`config.mk`:
```
export PLATFORM = sky130hd
export DESIGN_NAME = adc_sampler
export DESIGN_NICKNAME = d
export VERILOG_FILES = /design/src/rtl/adc_sampler_pkg.sv /design/src/rtl/adc_sampler_tick_divider.sv /design/src/rtl/adc_sampler.sv
export SDC_FILE = /design/constraint.sdc
export NUM_CORES = 1
export LEC_CHECK = 0
export CORE_ASPECT_RATIO = 0.8
export CORE_UTILIZATION = 57
export CTS_CLUSTER_SIZE = 28
export DETAILED_ROUTE_END_ITERATION = 12
export GPL_ROUTABILITY_DRIVEN = 0
export PLACE_DENSITY = 0.83
export REMOVE_ABC_BUFFERS = 1
export SETUP_SLACK_MARGIN = 0.4
export SLEW_MARGIN = 30
export SYNTH_ARGS = -nofsm -noshare
export SYNTH_HDL_FRONTEND = slang
export SYNTH_SLANG_ARGS = --single-unit
```
`constraint.sdc`:
```
create_clock -name clock -period 4.05 [get_ports clock]
set_input_delay 0.405 -clock clock [delete_from_list [all_inputs] [get_ports clock]]
set_output_delay 0.405 -clock clock [all_outputs]
set_load 0.02 [all_outputs]
```
`src/rtl/adc_sampler_pkg.sv`:
```
// Shared types and constants for the parallel-ADC sampler.
// The ADC_SAMPLER_AVG_EN build macro is described in adc_sampler.sv.
package adc_sampler_pkg;

    localparam int ADC_W          = 8;
    localparam int DEF_SAMPLE_DIV = 500;
    localparam int DEF_WR_PULSE   = 4;
    localparam int DEF_RD_PULSE   = 4;
    localparam int DEF_TIMEOUT    = 255;
    localparam int AVG_DEPTH      = 4;

    typedef enum logic [1:0] {
        S_IDLE    = 2'd0,
        S_START   = 2'd1,
        S_CONVERT = 2'd2,
        S_READ    = 2'd3
    } adc_state_e;

    typedef logic [AVG_DEPTH-1:0][ADC_W-1:0] adc_hist_t;

    // Mean of the history; the two extra sum bits cover four full-scale bytes.
    function automatic logic [ADC_W-1:0] adc_avg4(input adc_hist_t h);
        logic [ADC_W+1:0] sum;
        sum = '0;
        for (int i = 0; i < AVG_DEPTH; i++) begin
            sum = sum + {2'b00, h[i]};
        end
        return sum[ADC_W+1:2];
    endfunction

endpackage

```
`src/rtl/adc_sampler_tick_divider.sv`:
```
// Conversion pacing divider: one-cycle tick every SAMPLE_DIV cycles
// while enabled, counter held at zero otherwise.
module sample_tick_divider
    import adc_sampler_pkg::*;
#(
    parameter int SAMPLE_DIV = DEF_SAMPLE_DIV
) (
    input  logic clock,
    input  logic ctrl_reset,
    input  logic enable,
    output logic tick
);

    localparam int            CW   = $clog2(SAMPLE_DIV);
    localparam logic [CW-1:0] LAST = CW'(SAMPLE_DIV - 1);

    logic [CW-1:0] cnt_q;
    logic [CW-1:0] cnt_d;

    always_comb begin
        cnt_d = '0;
        if (enable && cnt_q != LAST) begin
            cnt_d = cnt_q + 1'b1;
        end
    end

    always_ff @(posedge clock or posedge ctrl_reset) begin
        if (ctrl_reset) begin
            cnt_q <= '0;
        end else begin
            cnt_q <= cnt_d;
        end
    end

    assign tick = enable && (cnt_q == LAST);

endmodule

```
`src/rtl/adc_sampler.sv`:
```
// Parallel ADC handshake (start / wait INTR_n / read) with ready and error flags.
// Build macro ADC_SAMPLER_AVG_EN: sample is the mean of the last four conversions.
module adc_sampler
    import adc_sampler_pkg::*;
#(
    parameter int SAMPLE_DIV = DEF_SAMPLE_DIV,
    parameter int WR_PULSE   = DEF_WR_PULSE,
    parameter int RD_PULSE   = DEF_RD_PULSE,
    parameter int TIMEOUT    = DEF_TIMEOUT
) (
    input  logic             clock,
    input  logic             ctrl_reset,
    input  logic             enable,
    input  logic             sample_ack,
    input  logic             adc_intr_n,
    input  logic [ADC_W-1:0] adc_data,
    output logic             adc_cs_n,
    output logic             adc_wr_n,
    output logic             adc_rd_n,
    output logic [ADC_W-1:0] sample,
    output logic             sample_ready,
    output logic             overrun,
    output logic             timeout_err
);

    localparam int CNT_M1  = (WR_PULSE > RD_PULSE) ? WR_PULSE : RD_PULSE;
    localparam int CNT_MAX = (CNT_M1 > TIMEOUT) ? CNT_M1 : TIMEOUT;
    localparam int CNT_W   = $clog2(CNT_MAX + 1);

    localparam logic [CNT_W-1:0] WR_LAST = CNT_W'(WR_PULSE - 1);
    localparam logic [CNT_W-1:0] RD_LAST = CNT_W'(RD_PULSE - 1);
    localparam logic [CNT_W-1:0] TO_LAST = CNT_W'(TIMEOUT - 1);

    logic             tick;
    logic [1:0]       sync_q;
    logic             intr_s_n;
    adc_state_e       state_q;
    logic [CNT_W-1:0] cnt_q;
    logic             cs_n_q;
    logic             wr_n_q;
    logic             rd_n_q;
    logic             done_q;
    logic             terr_q;
    logic             latch_w;
    logic [ADC_W-1:0] sample_q;
    logic             ready_q;
    logic             ready_d;
    logic             ovr_q;
    logic             ovr_d;
`ifdef ADC_SAMPLER_AVG_EN
    adc_hist_t        hist_q;
`endif

    sample_tick_divider #(
        .SAMPLE_DIV(SAMPLE_DIV)
    ) u_div (
        .clock     (clock),
        .ctrl_reset(ctrl_reset),
        .enable    (enable),
        .tick      (tick)
    );

    always_ff @(posedge clock or posedge ctrl_reset) begin
        if (ctrl_reset) begin
            sync_q <= 2'b11;
        end else begin
            sync_q <= {sync_q[0], adc_intr_n};
        end
    end

    assign intr_s_n = sync_q[1];
    assign latch_w  = (state_q == S_READ) && (cnt_q == RD_LAST);

    // done_q marks the cycle after the latch edge; ready/average update there.
    always_ff @(posedge clock or posedge ctrl_reset) begin
        if (ctrl_reset) begin
            state_q <= S_IDLE;
            cnt_q   <= '0;
            cs_n_q  <= 1'b1;
            wr_n_q  <= 1'b1;
            rd_n_q  <= 1'b1;
            done_q  <= 1'b0;
            terr_q  <= 1'b0;
        end else begin
            done_q <= 1'b0;
            if (done_q) begin
                terr_q <= 1'b0;
            end
            unique case (state_q)
                S_IDLE: begin
                    if (tick) begin
                        state_q <= S_START;
                        cnt_q   <= '0;
                        cs_n_q  <= 1'b0;
                        wr_n_q  <= 1'b0;
                    end
                end
                S_START: begin
                    if (cnt_q == WR_LAST) begin
                        state_q <= S_CONVERT;
                        cnt_q   <= '0;
                        wr_n_q  <= 1'b1;
                    end else begin
                        cnt_q <= cnt_q + 1'b1;
                    end
                end
                S_CONVERT: begin
                    if (!intr_s_n) begin
                        state_q <= S_READ;
                        cnt_q   <= '0;
                        rd_n_q  <= 1'b0;
                    end else if (cnt_q == TO_LAST) begin
                        state_q <= S_IDLE;
                        cs_n_q  <= 1'b1;
                        terr_q  <= 1'b1;
                    end else begin
                        cnt_q <= cnt_q + 1'b1;
                    end
                end
                S_READ: begin
                    if (latch_w) begin
                        state_q <= S_IDLE;
                        cs_n_q  <= 1'b1;
                        rd_n_q  <= 1'b1;
                        done_q  <= 1'b1;
                    end else begin
                        cnt_q <= cnt_q + 1'b1;
                    end
                end
                default: state_q <= S_IDLE;
            endcase
        end
    end

    always_comb begin
        ready_d = ready_q;
        if (done_q) begin
            ready_d = 1'b1;
        end else if (sample_ack) begin
            ready_d = 1'b0;
        end
        ovr_d = ovr_q | (done_q & ready_q);
    end

    always_ff @(posedge clock or posedge ctrl_reset) begin
        if (ctrl_reset) begin
            ready_q  <= 1'b0;
            ovr_q    <= 1'b0;
            sample_q <= '0;
`ifdef ADC_SAMPLER_AVG_EN
            hist_q   <= '0;
`endif
        end else begin
            ready_q <= ready_d;
            ovr_q   <= ovr_d;
`ifdef ADC_SAMPLER_AVG_EN
            if (latch_w) begin
                hist_q <= {hist_q[AVG_DEPTH-2:0], adc_data};
            end
            if (done_q) begin
                sample_q <= adc_avg4(hist_q);
            end
`else
            if (latch_w) begin
                sample_q <= adc_data;
            end
`endif
        end
    end

    assign adc_cs_n     = cs_n_q;
    assign adc_wr_n     = wr_n_q;
    assign adc_rd_n     = rd_n_q;
    assign sample       = sample_q;
    assign sample_ready = ready_q;
    assign overrun      = ovr_q;
    assign timeout_err  = terr_q;

endmodule

```
After elaboration in Yosys (flattened, before gate mapping)
Cells that the tools add are included.

$add $sub $neg: 2. Eq/ne operators: 16. Mux-type cells: 30. Bitwise operators: 2. Reductions and logical operators: 13.

Operator list (number): 8-bit 2-to-1 mux (5); 8-bit one-hot mux with 4 select lines (1); 1-bit 2-to-1 mux (14); 2-bit inequality test, second input constant (7); 2-bit 2-to-1 mux (5); 9-bit by 1-bit adder with 9-bit output, second input constant (1); 9-bit equality test, second input constant (1); 9-bit 2-to-1 mux (1); 9-bit inequality test, second input constant (1); 3-bit AND reduction (3); 8-bit by 1-bit adder with 8-bit output, second input constant (1); 8-bit by 2-bit equality test with 1-bit output, second input constant (1); 8-bit equality test, second input constant (1); 2-bit one-hot mux with 4 select lines (1); 3-bit inequality test, second input constant (2); 2-bit nonzero test (3); 5-bit AND reduction (1); 2-bit equality test, second input constant (2); 1-bit one-hot mux with 2 select lines (2); 4-bit AND reduction (1); 1-bit logical AND (3); 1-bit one-hot mux with 3 select lines (1); 3-bit nonzero test (1); 2-bit by 1-bit equality test with 1-bit output, second input constant (1); other kinds (3) (3).

Register bits: 36.

Depth between registers and ports, before layout
Gate-level depths: netlist of the first run.

Depth in word-level cells: 4. Gate-level depth with buffers: 7. Depth with buffers taken out: 6.

Modules after synthesis
A second synthesis of the first run with hierarchy kept.

Cells, all modules: 162. Area, all modules: 1805.5 µm².

By module, submodules not included: adc_sampler (instances 1, cells each 115, area an instance 1332.5 µm²); sample_tick_divider (instances 1, cells each 47, area an instance 473.0 µm²).

Worst setup path before layout of the first run
No wires, ideal clock.

Kind: reg-to-reg. From: register cnt_q[1]. To: register cs_n_q, in the netlist adc_cs_n. Arrival time: 1.696 ns. Setup slack: 2.279 ns. Stages on the path, launching flop included: 6. Period minus slack after synthesis: 1.771 ns. Path through: dfrtp_1 -> ha_1 -> nor3b_1 -> nand2_1 -> a2111oi_4 -> mux2i_1.

Cells in the longest elaborated chain, start to end: 4.

RTL lines: start, declared (line adc_sampler.sv:38) `logic [CNT_W-1:0] cnt_q;`; start signal, assigned (line adc_sampler.sv:104) `cnt_q <= cnt_q + 1'b1;`; start signal, assigned (line adc_sampler.sv:117) `cnt_q <= cnt_q + 1'b1;`; start signal, assigned (line adc_sampler.sv:127) `cnt_q <= cnt_q + 1'b1;`; 8-bit by 2-bit equality test with 1-bit output (line adc_sampler.sv:72) `assign latch_w = (state_q == S_READ) && (cnt_q == RD_LAST);`; 1-bit logical AND (line adc_sampler.sv:72); 2-bit inequality test (no line); 5-bit AND reduction (no line) *; end signal, assigned (line adc_sampler.sv:79) `cs_n_q <= 1'b1;`; end signal, assigned (line adc_sampler.sv:94) `cs_n_q <= 1'b0;`; end signal, assigned (line adc_sampler.sv:114) `cs_n_q <= 1'b1;`; end, declared (line adc_sampler.sv:39) `logic cs_n_q;`.

Every way passes the cells marked *; elsewhere a longest branch is shown, timed or not. A chain may end at the register's enable or synchronous reset.

Worst setup path in the final report of the first run
From: register cnt_q[1]. To: register cnt_q[2].

Cells in the longest elaborated chain, start to end: 4.

RTL lines (line): 8-bit by 1-bit adder with 8-bit output or 8-bit by 2-bit equality test with 1-bit output (tied branches); 8-bit 2-to-1 mux or 1-bit logical AND (tied branches) (adc_sampler.sv:112, adc_sampler.sv:72); 8-bit 2-to-1 mux or 2-bit inequality test (tied branches); 8-bit one-hot mux with 4 select lines or 3-bit AND reduction (tied branches).

Several ways; a longest one is shown, not always the timed one. The select of a mux whose other input is x is not followed.

==> flow_metrics.env, run 1 <==
export IMPL_clock_sinks=36
export IMPL_ios=27
export IMPL_synth_simple_area_share=0.202
export IMPL_powerDensity_nw_per_um2=283
export IMPL_swShare=0.210
export IMPL_post_place_cells=251
export IMPL_tns_ps=0
export IMPL_grt_max_degree=22
export IMPL_fp_row_count=18
export IMPL_layout_cells_non_filler=259
export IMPL_die_h_microns=52.8
export IMPL_post_dp_hpwl_microns=2790
export IMPL_critPathBufInv=1
export IMPL_p_seq_frac=0.582
export IMPL_final_setup_viol_count=0
export IMPL_cts_hold_buf=0
export IMPL_critPathRequiredTime_ps=4240
export IMPL_end_kind="register"
export IMPL_htree_levels=2
export IMPL_relSlewSlack=0.580
export IMPL_run_status="finished, final reports clean"
export IMPL_fillers=198
export IMPL_grt_total_usage=0.253
export IMPL_fp_coreArea_sq_um=3090
export IMPL_initial_core_util=0.595
export IMPL_rsz0062_at_grt="no"
export IMPL_path_clk_slew_ps=70
export IMPL_portBuffers=26
export IMPL_synth_top_family_by_area="simple AND/OR/NAND/NOR gates"
export IMPL_ir_drop_v=0.000244
export IMPL_layout_min_cycle_time_ps=2240
export IMPL_routed_wl_microns=3680
export IMPL_synth_compound_area_frac=0.172
export IMPL_p_comb_frac=0.041
export IMPL_synth_seq_cells=36
export IMPL_async_flop_share=1.00
export IMPL_wl_per_cell_microns=14.2
export IMPL_synth_top_area_frac=0.423
export IMPL_post_cts_resized=0
export IMPL_ys_seq_area_frac=0.494
export IMPL_fin_nets=239
export IMPL_grt_pass1_wl_microns=6380
export IMPL_tightest_slew_ps=630
export IMPL_worstSetupStartpointType="register"
export IMPL_first_global_vias=1382
export IMPL_drv_cap=0
export IMPL_drt_iter0_drc=89
export IMPL_arrival_ps=2430
export IMPL_skew_ps=4.65
export IMPL_clkPwrFrac=0.377
export IMPL_min_from="sync_q[0]$_DFF_PP1_"
export IMPL_cp_max_fo=11
export IMPL_antenna_found_initial=0
export IMPL_slowest_delay_ps=440
export IMPL_fin_crit_sh=0.554
export IMPL_startpoint="cnt_q[1]$_DFFE_PP0P_"
export IMPL_diodes=0
export IMPL_timing_fmax_mhz=446
export IMPL_drc=0
export IMPL_synthDistinctLibCells=42
export IMPL_crit_type="register to register"
export IMPL_synthAdderAreaFrac=0.0545
export IMPL_antenna_left=0
export IMPL_syn_avg_cell_area_sq_um=9.87
export IMPL_p_leak_nw=0.945
export IMPL_hold_class="register to register"
export IMPL_synth_edf_count=0
export IMPL_synthCells=186
export IMPL_via_count=1483
export IMPL_regToRegStartpoint="cnt_q[1]$_DFFE_PP0P_"
export IMPL_synth_common_cells="31 x dfrtp_1, 31 x nand2_1, 16 x inv_1"
export IMPL_seqCellArea_sq_um=907
export IMPL_cts_buffers=5
export IMPL_yosys_area_share_xor_xnor=0.0191
export IMPL_via_per_inst=5.73
export IMPL_slew_violations=0
export IMPL_drive_gt1_frac=0.0868
export IMPL_ys_warnings_count=0
export IMPL_clkLatencyLatePin_ps=280
export IMPL_path_delay_family="simple AND/OR/NAND/NOR gates"
export IMPL_die_x_microns=65.4
export IMPL_grt_overflow=0
export IMPL_p_int_w=0.000498
export IMPL_first_pass_iters=5
export IMPL_synthFlopType="dfrtp_1"
export IMPL_die_area_sq_um=3450
export IMPL_synth_area_leaders="dfrtp_1 42%, dfstp_2 7.2%, nand2_1 6.3%, ha_1 5.5%, inv_1 3.3%"
export IMPL_path_cells="ha_1 -> nor3b_1 -> nand3_1 -> inv_2 -> nor3_4 -> o221ai_1"
export IMPL_synthMuxAreaShare=0.0164
export IMPL_tritoncts="done"
export IMPL_finalHoldViolations=0
export IMPL_cts_path_max_buffers=2
export IMPL_p_switching_w=0.000132
export IMPL_cts_root_buf="clkbuf_8"
export IMPL_critPathSlowestCell="dfrtp_1"
export IMPL_multi_input_area_sq_um=852
export IMPL_design_power_total_w=0.000630
export IMPL_syn2layout_area_growth_pct=21.3
export IMPL_post_cts_buffers=0
export IMPL_yosysTopAreaCell="dfrtp_1"
export IMPL_synth_area_sq_um=1840
routing by layer:
| metal | up-vias | track usage | part of all wire |
|---|---|---|---|
| li1 | 723 | - | - |
| met1 | 690 | 0.354 | 0.49 |
| met2 | 62 | 0.378 | 0.44 |
| met3 | 8 | 0.0674 | 0.058 |
| met4 | 0 | 0.0870 | 0.011 |
| met5 | - | 0 | 0 |
flip-flops by register name, summed over array words and instances, names as in the netlist, 2 cells and up:
name / count
sample: 8
sync_q: 2
u_div.cnt_q: 9
state_q: 2
cnt_q: 8
cell type report:
| cell class | count | share of cell area |
|---|---|---|
| clock buffers | 7 | 0.0343 |
| repair buffers | 27 | 0.120 |
| multi-input cells | 130 | 0.383 |
| well taps | 40 | 0.0225 |
| flip-flops and latches | 36 | 0.408 |
| clock inverters | 1 | 0.00225 |
| inverters | 18 | 0.0304 |
worst paths after layout:
kind                                            endpoint  slack, ps  cells after the start
max in group asynchronous            sync_q[0]$_DFF_PP1_       2800                      3
min in group asynchronous       u_div.cnt_q[8]$_DFF_PP0_        500                      2
worst min register to register       sync_q[1]$_DFF_PP1_        360                      0
worst max-delay path                cnt_q[2]$_DFFE_PP0P_       1810                      6
worst min-delay path                 sync_q[1]$_DFF_PP1_        360                      0
worst max register to register      cnt_q[2]$_DFFE_PP0P_       1810                      6
power by group through the flow:
| stage | sequential (W) | combinational (W) | clock, W |
|---|---|---|---|
| global placement | 0.000373 | 0.0000255 | 0 |
| detailed placement | 0.000373 | 0.0000264 | 0 |
| global route | 0.000367 | 0.0000295 | 0.000261 |
| floorplan | 0.000373 | 0.0000109 | 0 |
| CTS | 0.000367 | 0.0000264 | 0.000243 |
| finish | 0.000367 | 0.0000257 | 0.000238 |
through the flow:
stage	setup WS, ps	util	instance area (sq um)	hold slack [ps]
5_1_grt	1570	0.721	2230	360
4_1_cts	1810	0.721	2230	359
6_report	1810	0.721	2230	359
3_3_place_gp	1990	0.695	2140	346
2_1_floorplan	2210	-	1830	345
3_5_place_dp	1850	0.695	2140	350
cells in the final DEF (no fill, tap or decap), types with 2 or more instances in the layout:
cell,count
a21o_1,3
inv_2,2
xnor2_1,3
clkdlybuf4s50_1,26
o21bai_1,2
nand4_1,5
and3_1,2
o221ai_1,5
or3_1,4
o211ai_1,3
nor2_1,12
a22o_1,2
ha_1,8
nand3_1,8
a31oi_1,4
inv_1,16
o21ai_0,7
clkbuf_1,2
dfrtp_1,31
dfstp_2,5
clkbuf_8,5
nor3_1,2
nand2_1,31
nand2b_1,3
and4_1,2
a21oi_1,5
mux2i_1,3
cells by family (layout without fill, tap and decap cells):
kind of cell,after synthesis,after routing
AOI/OAI and AO/OA,41,41
xor gates and xnor gates,4,4
adders and majority gates,8,8
buffers and inverters,20,53
DFF,36,36
muxes,3,3
and+or+nand+nor,74,74
Power figures use the tool's default switching activity.
==> run 2: changes to the inputs <==
--- a/config.mk
+++ b/config.mk
@@ -6,11 +6,11 @@
 export NUM_CORES = 1
 export LEC_CHECK = 0
 export CORE_ASPECT_RATIO = 0.8
-export CORE_UTILIZATION = 57
+export CORE_UTILIZATION = 53
 export CTS_CLUSTER_SIZE = 28
 export DETAILED_ROUTE_END_ITERATION = 12
 export GPL_ROUTABILITY_DRIVEN = 0
-export PLACE_DENSITY = 0.83
+export PLACE_DENSITY = 0.78
 export REMOVE_ABC_BUFFERS = 1
 export SETUP_SLACK_MARGIN = 0.4
 export SLEW_MARGIN = 30
==> constraint.sdc (replaced) <==
create_clock -name clock -period 2.3 [get_ports clock]
set_input_delay 0.23 -clock clock [delete_from_list [all_inputs] [get_ports clock]]
set_output_delay 0.23 -clock clock [all_outputs]
set_load 0.02 [all_outputs]
==> run 2 against run 1 <==
Against the previous run:
- clock power increased by 100%
- largest power group unchanged
- register-to-register slack worse by 1400 ps
- fmax up 19%
- critical endpoint is now cnt_q[5]$_DFFE_PP0P_
==> flow_metrics.env, run 2 (synthesis gave the netlist of run 1 again) <==
export IMPL_htree_levels=2
export IMPL_relSlewSlack=0.592
export IMPL_rsz0062_at_grt="yes"
export IMPL_fp_coreArea_sq_um=3200
export IMPL_p_seq_frac=0.551
export IMPL_diodes=0
export IMPL_design_power_total_w=0.00117
export IMPL_dp_slack_ps=127
export IMPL_cp_max_fo=4
export IMPL_tritoncts="done"
export IMPL_r2r_cells=7
export IMPL_antenna_found_initial=0
export IMPL_ir_drop_v=0.000446
export IMPL_cts_buffers=5
export IMPL_grt_overflow=0
export IMPL_powerDensity_nw_per_um2=478
export IMPL_crit_type="register to register"
export IMPL_drive_gt1_frac=0.193
export IMPL_slew_violations=0
export IMPL_fin_crit_sh=0.821
export IMPL_cts_root_buf="clkbuf_8"
export IMPL_place_area_sq_um=2160
export IMPL_swShare=0.224
export IMPL_fp_row_count=18
export IMPL_via_count=1594
export IMPL_r2r_end="cnt_q[5]$_DFFE_PP0P_"
export IMPL_rrSetupSlack_ps=410
export IMPL_layout_min_cycle_time_ps=1890
export IMPL_timing_fmax_mhz=530
export IMPL_antenna_left=0
export IMPL_tightest_slew_ps=608
export IMPL_largest_register_ffs=9
export IMPL_setup_ws_ps=412
export IMPL_top_register="u_div.cnt_q"
export IMPL_cts_path_max_buffers=2
export IMPL_die_area_sq_um=3700
export IMPL_die_h_microns=54.6
export IMPL_grt_max_degree=37
export IMPL_end_kind="register"
export IMPL_tns_ps=0
export IMPL_clkPwrFrac=0.407
export IMPL_cts_hold_buf=0
export IMPL_routed_wl_microns=4370
export IMPL_syn2layout_area_growth_pct=33.7
export IMPL_drc=0
export IMPL_final_cell_mix="31 x dfrtp_1, 30 x nand2_1, 26 x clkdlybuf4s50_1"
export IMPL_hold_class="primary input to asynchronous set/reset pin"
export IMPL_clkLatencyLatePin_ps=300
export IMPL_wl_per_cell_microns=16.0
export IMPL_final_setup_viol_count=0
export IMPL_final_common_cell="dfrtp_1"
export IMPL_ios=27
export IMPL_die_x_microns=67.8
export IMPL_regToRegStartpoint="u_div.cnt_q[0]$_DFF_PP0_"
export IMPL_grt_pass1_wl_microns=6860
export IMPL_grt_total_usage=0.262
export IMPL_p_comb_frac=0.043
export IMPL_final_cell_area_sq_um=2450
export IMPL_p_leak_nw=1.04
export IMPL_portBuffers=26
export IMPL_fin_nets=253
export IMPL_drv_cap=0
export IMPL_path_clk_slew_ps=70
export IMPL_critPathRequiredTime_ps=2530
export IMPL_initial_core_util=0.574
export IMPL_first_global_vias=1494
export IMPL_skew_ps=5.28
export IMPL_post_dp_hpwl_microns=2840
export IMPL_fin_util=0.767
export IMPL_fillers=199
export IMPL_clock_sinks=36
export IMPL_arrival_ps=2120
export IMPL_run_status="finished, final reports clean"
export IMPL_first_pass_iters=4
export IMPL_p_switching_w=0.000263
export IMPL_worstSetupStartpointType="register"
export IMPL_finalHoldViolations=0
export IMPL_drt_iter0_drc=97
export IMPL_p_int_w=0.000910
export IMPL_via_per_inst=5.84
-- run 2: how the worst max path moves through the flow --
stage                             start  slack (ps)  cells past startpoint                   end
5_1_grt        u_div.cnt_q[1]$_DFF_PP0_         340                      6  cnt_q[3]$_DFFE_PP0P_
3_3_place_gp       cnt_q[1]$_DFFE_PP0P_         390                      5  cnt_q[6]$_DFFE_PP0P_
3_5_place_dp       cnt_q[1]$_DFFE_PP0P_         130                      5  cnt_q[2]$_DFFE_PP0P_
2_1_floorplan      cnt_q[1]$_DFFE_PP0P_         460                      6  cnt_q[2]$_DFFE_PP0P_
6_report       u_div.cnt_q[0]$_DFF_PP0_         410                      7  cnt_q[5]$_DFFE_PP0P_
4_1_cts          state_q[0]$_DFFE_PP0P_         390                      6  cnt_q[2]$_DFFE_PP0P_
-- run 2: final cells by class --
| cell class | count | area, sq um | area share |
|---|---|---|---|
| repair buffers | 41 | 377 | 0.153 |
| clock buffers | 7 | 86.3 | 0.0352 |
| clock inverters | 1 | 7.51 | 0.00306 |
| inverters | 18 | 72.6 | 0.0296 |
| multi-input cells | 130 | 953 | 0.389 |
| flip-flops and latches | 36 | 907 | 0.370 |
| well taps | 40 | 50.0 | 0.0204 |
-- run 2: worst max-delay path: stages, from the launching register on --
cell       delay, ps
dfrtp_1          390
ha_2             210
nand4bb_1        150
buf_4            180
o31ai_4          380
buf_4            180
and4_1           190
a2bb2oi_2        130
-- run 2: metal layers --
metal | share of wire | track usage | vias to the layer above
li1 | - | - | 752
met1 | 0.45 | 0.345 | 762
met2 | 0.46 | 0.399 | 72
met3 | 0.079 | 0.0958 | 8
met4 | 0.012 | 0.0903 | 0
met5 | 0 | 0 | -
-- run 2: power groups by stage --
stage / combinational [W] / sequential (W) / clock [W]
after global routing: 0.0000555 / 0.000646 / 0.000514
final: 0.0000499 / 0.000646 / 0.000477
after CTS: 0.0000471 / 0.000646 / 0.000483
after floorplan: 0.0000191 / 0.000656 / 0
after global placement: 0.0000446 / 0.000657 / 0
after detailed placement: 0.0000465 / 0.000658 / 0
-- run 2: per-stage QoR --
step | hold WS [ps] | std cells
3_5_place_dp | 355 | 253
3_3_place_gp | 351 | 253
5_1_grt | 337 | 273
6_report | 340 | 273
4_1_cts | 341 | 265
2_1_floorplan | 234 | 184
-- run 2: repair_timing --
item	4_1_cts	5_1_grt
gates resized for setup	10	11
hold endpoints to repair	0	0
setup buffers	4	8
pin swaps	3	5
endpoints found under the setup margin	12	11
==> run 3: changes to the inputs <==
--- a/config.mk
+++ b/config.mk
@@ -6,11 +6,11 @@
 export NUM_CORES = 1
 export LEC_CHECK = 0
 export CORE_ASPECT_RATIO = 0.8
-export CORE_UTILIZATION = 53
+export CORE_UTILIZATION = 48
 export CTS_CLUSTER_SIZE = 28
 export DETAILED_ROUTE_END_ITERATION = 12
 export GPL_ROUTABILITY_DRIVEN = 0
-export PLACE_DENSITY = 0.78
+export PLACE_DENSITY = 0.75
 export REMOVE_ABC_BUFFERS = 1
 export SETUP_SLACK_MARGIN = 0.4
 export SLEW_MARGIN = 30
==> constraint.sdc (replaced) <==
create_clock -name clock -period 1.7 [get_ports clock]
set_input_delay 0.17 -clock clock [delete_from_list [all_inputs] [get_ports clock]]
set_output_delay 0.17 -clock clock [all_outputs]
set_load 0.02 [all_outputs]
==> run 3 against run 2 <==
Against the previous run:
- the run now ends with negative setup slack left
- via count up 13%
- combinational power up 81%
- final cell count up 12%
- die area up 10%
- sequential power up 35%
- power up 36%
- worst hold slack worse by 72 ps
- clock power up 34%
- critical path type unchanged
==> flow_metrics.env, run 3 (synthesis gave the netlist of run 1 again) <==
export IMPL_rsz0062_at_grt="yes"
export IMPL_path_clk_slew_ps=80
export IMPL_ios=27
export IMPL_tightest_slew_ps=452
export IMPL_final_common_cell="buf_4"
export IMPL_die_h_microns=57.3
export IMPL_post_place_cells=288
export IMPL_largest_register_ffs=9
export IMPL_arrival_ps=1980
export IMPL_drv_cap=0
export IMPL_syn2layout_area_growth_pct=61.3
export IMPL_first_pass_iters=6
export IMPL_first_global_vias=1866
export IMPL_via_count=1796
export IMPL_antenna_found_initial=0
export IMPL_antenna_left=0
export IMPL_clkLatencyLatePin_ps=300
export IMPL_grt_max_degree=37
export IMPL_p_leak_nw=1.29
export IMPL_layout_min_cycle_time_ps=1770
export IMPL_whs_ps=268
export IMPL_finalHoldViolations=0
export IMPL_final_cell_area_sq_um=2960
export IMPL_relSlewSlack=0.698
export IMPL_drt_iter0_drc=163
export IMPL_violations="negative setup slack"
export IMPL_cts_path_max_buffers=2
export IMPL_slew_violations=0
export IMPL_cp_max_fo=6
export IMPL_final_cell_mix="34 x buf_4, 30 x dfrtp_1, 13 x nand2_2, 13 x inv_1, 12 x clkdlybuf4s50_1"
export IMPL_routed_wl_microns=5780
export IMPL_grt_total_usage=0.276
export IMPL_cts_buffers=5
export IMPL_layout_cells_non_filler=306
export IMPL_powerDensity_nw_per_um2=540
export IMPL_grt_pass1_wl_microns=8470
export IMPL_regToRegStartpoint="u_div.cnt_q[1]$_DFF_PP0_"
export IMPL_skew_ps=10.3
export IMPL_fin_nets=284
export IMPL_timing_fmax_mhz=564
export IMPL_run_status="finished, violations left"
export IMPL_portBuffers=26
export IMPL_die_x_microns=71.1
export IMPL_end_kind="register"
export IMPL_htree_levels=2
export IMPL_fp_row_count=19
export IMPL_post_dp_hpwl_microns=3110
export IMPL_worstSetupStartpointType="register"
export IMPL_drc=0
export IMPL_drive_gt1_frac=0.473
export IMPL_cts_root_buf="clkbuf_8"
export IMPL_crit_type="register to register"
export IMPL_fin_crit_sh=1.04
export IMPL_critPathRequiredTime_ps=1910
export IMPL_setup_ws_ps=-71.7
export IMPL_ir_drop_v=0.000712
export IMPL_initial_core_util=0.518
export IMPL_hold_class="primary input to asynchronous set/reset pin"
export IMPL_top_register="u_div.cnt_q"
export IMPL_clock_sinks=36
export IMPL_grt_overflow=0
export IMPL_place_area_sq_um=2420
export IMPL_final_setup_viol_count=7
export IMPL_wl_per_cell_microns=18.9
export IMPL_diodes=0
export IMPL_die_area_sq_um=4080
export IMPL_via_per_inst=5.87
export IMPL_startpoint="u_div.cnt_q[1]$_DFF_PP0_"
export IMPL_tritoncts="done"
export IMPL_fp_coreArea_sq_um=3540
run 3: cell types whose count changed in the layout (fill, tap and decap cells not counted), moves of 7 or more:
cell / before / now
buf_4: 14 / 34
buf_6: 1 / 8
clkdlybuf4s50_1: 26 / 12
dlygate4sd2_1: 0 / 11
nand2_1: 30 / 7
nand2_2: 1 / 13
nand2_4: 0 / 11
run 3: through the flow:
stage	setup slack (ps)	util	setup TNS, ps	power [W]
after floorplan	-141	-	-1100	0.000914
after global placement	-32.3	0.684	-127	0.000963
after detailed placement	-86.6	0.684	-494	0.000967
after CTS	12.4	0.769	0	0.00158
after global routing	-127	0.836	-812	0.00166
final	-71.7	0.836	-180	0.00160
run 3: worst paths after layout:
kind	to	cells past startpoint	slack [ps]
min in group clock	sync_q[0]$_DFF_PP1_	1	280
max in group asynchronous	adc_rd_n$_DFFE_PP1P_	3	1090
max	cnt_q[3]$_DFFE_PP0P_	6	-70
max reg2reg	cnt_q[3]$_DFFE_PP0P_	6	-70
min	overrun$_DFF_PP0_	3	270
min reg2reg	sync_q[1]$_DFF_PP1_	0	350
run 3: metal layers:
layer | global-route usage | share of wire
met4 | 0.114 | 0.016
met3 | 0.0813 | 0.058
met5 | 0 | 0
met1 | 0.341 | 0.40
met2 | 0.459 | 0.52
run 3: layout make-up:
type | instances | area [sq um]
Tap cell | 42 | 52.6
Multi-Input combinational cell | 130 | 1170
Fill cell | 183 | 582
Timing Repair Buffer | 72 | 659
Clock buffer | 5 | 68.8
Clock inverter | 3 | 23.8
Inverter | 18 | 72.6
Sequential cell | 36 | 908
run 3: worst max-delay path: stages (launching register included):
cell and delay (ps):
dfrtp_1 360, ha_2 190, nand4bb_1 160, buf_4 190, o31ai_4 280, o2111ai_4 250, o221ai_1 250
run 3: repair_timing:
action                     4_1_cts  5_1_grt
hold buffers                     0        0
resized for setup               64       54
buffers inserted                 4        5
pin swaps                       22       25
setup endpoints to repair       45       32
gates cloned                     1        0
hold endpoints to repair         0        0
run 3: power breakdown:
group | switching, W | internal [W] | leakage [nW]
clock | 0.000347 | 0.000290 | 0.0404
combinational | 0.0000436 | 0.0000469 | 0.841
sequential | 0.00000621 | 0.000866 | 0.408
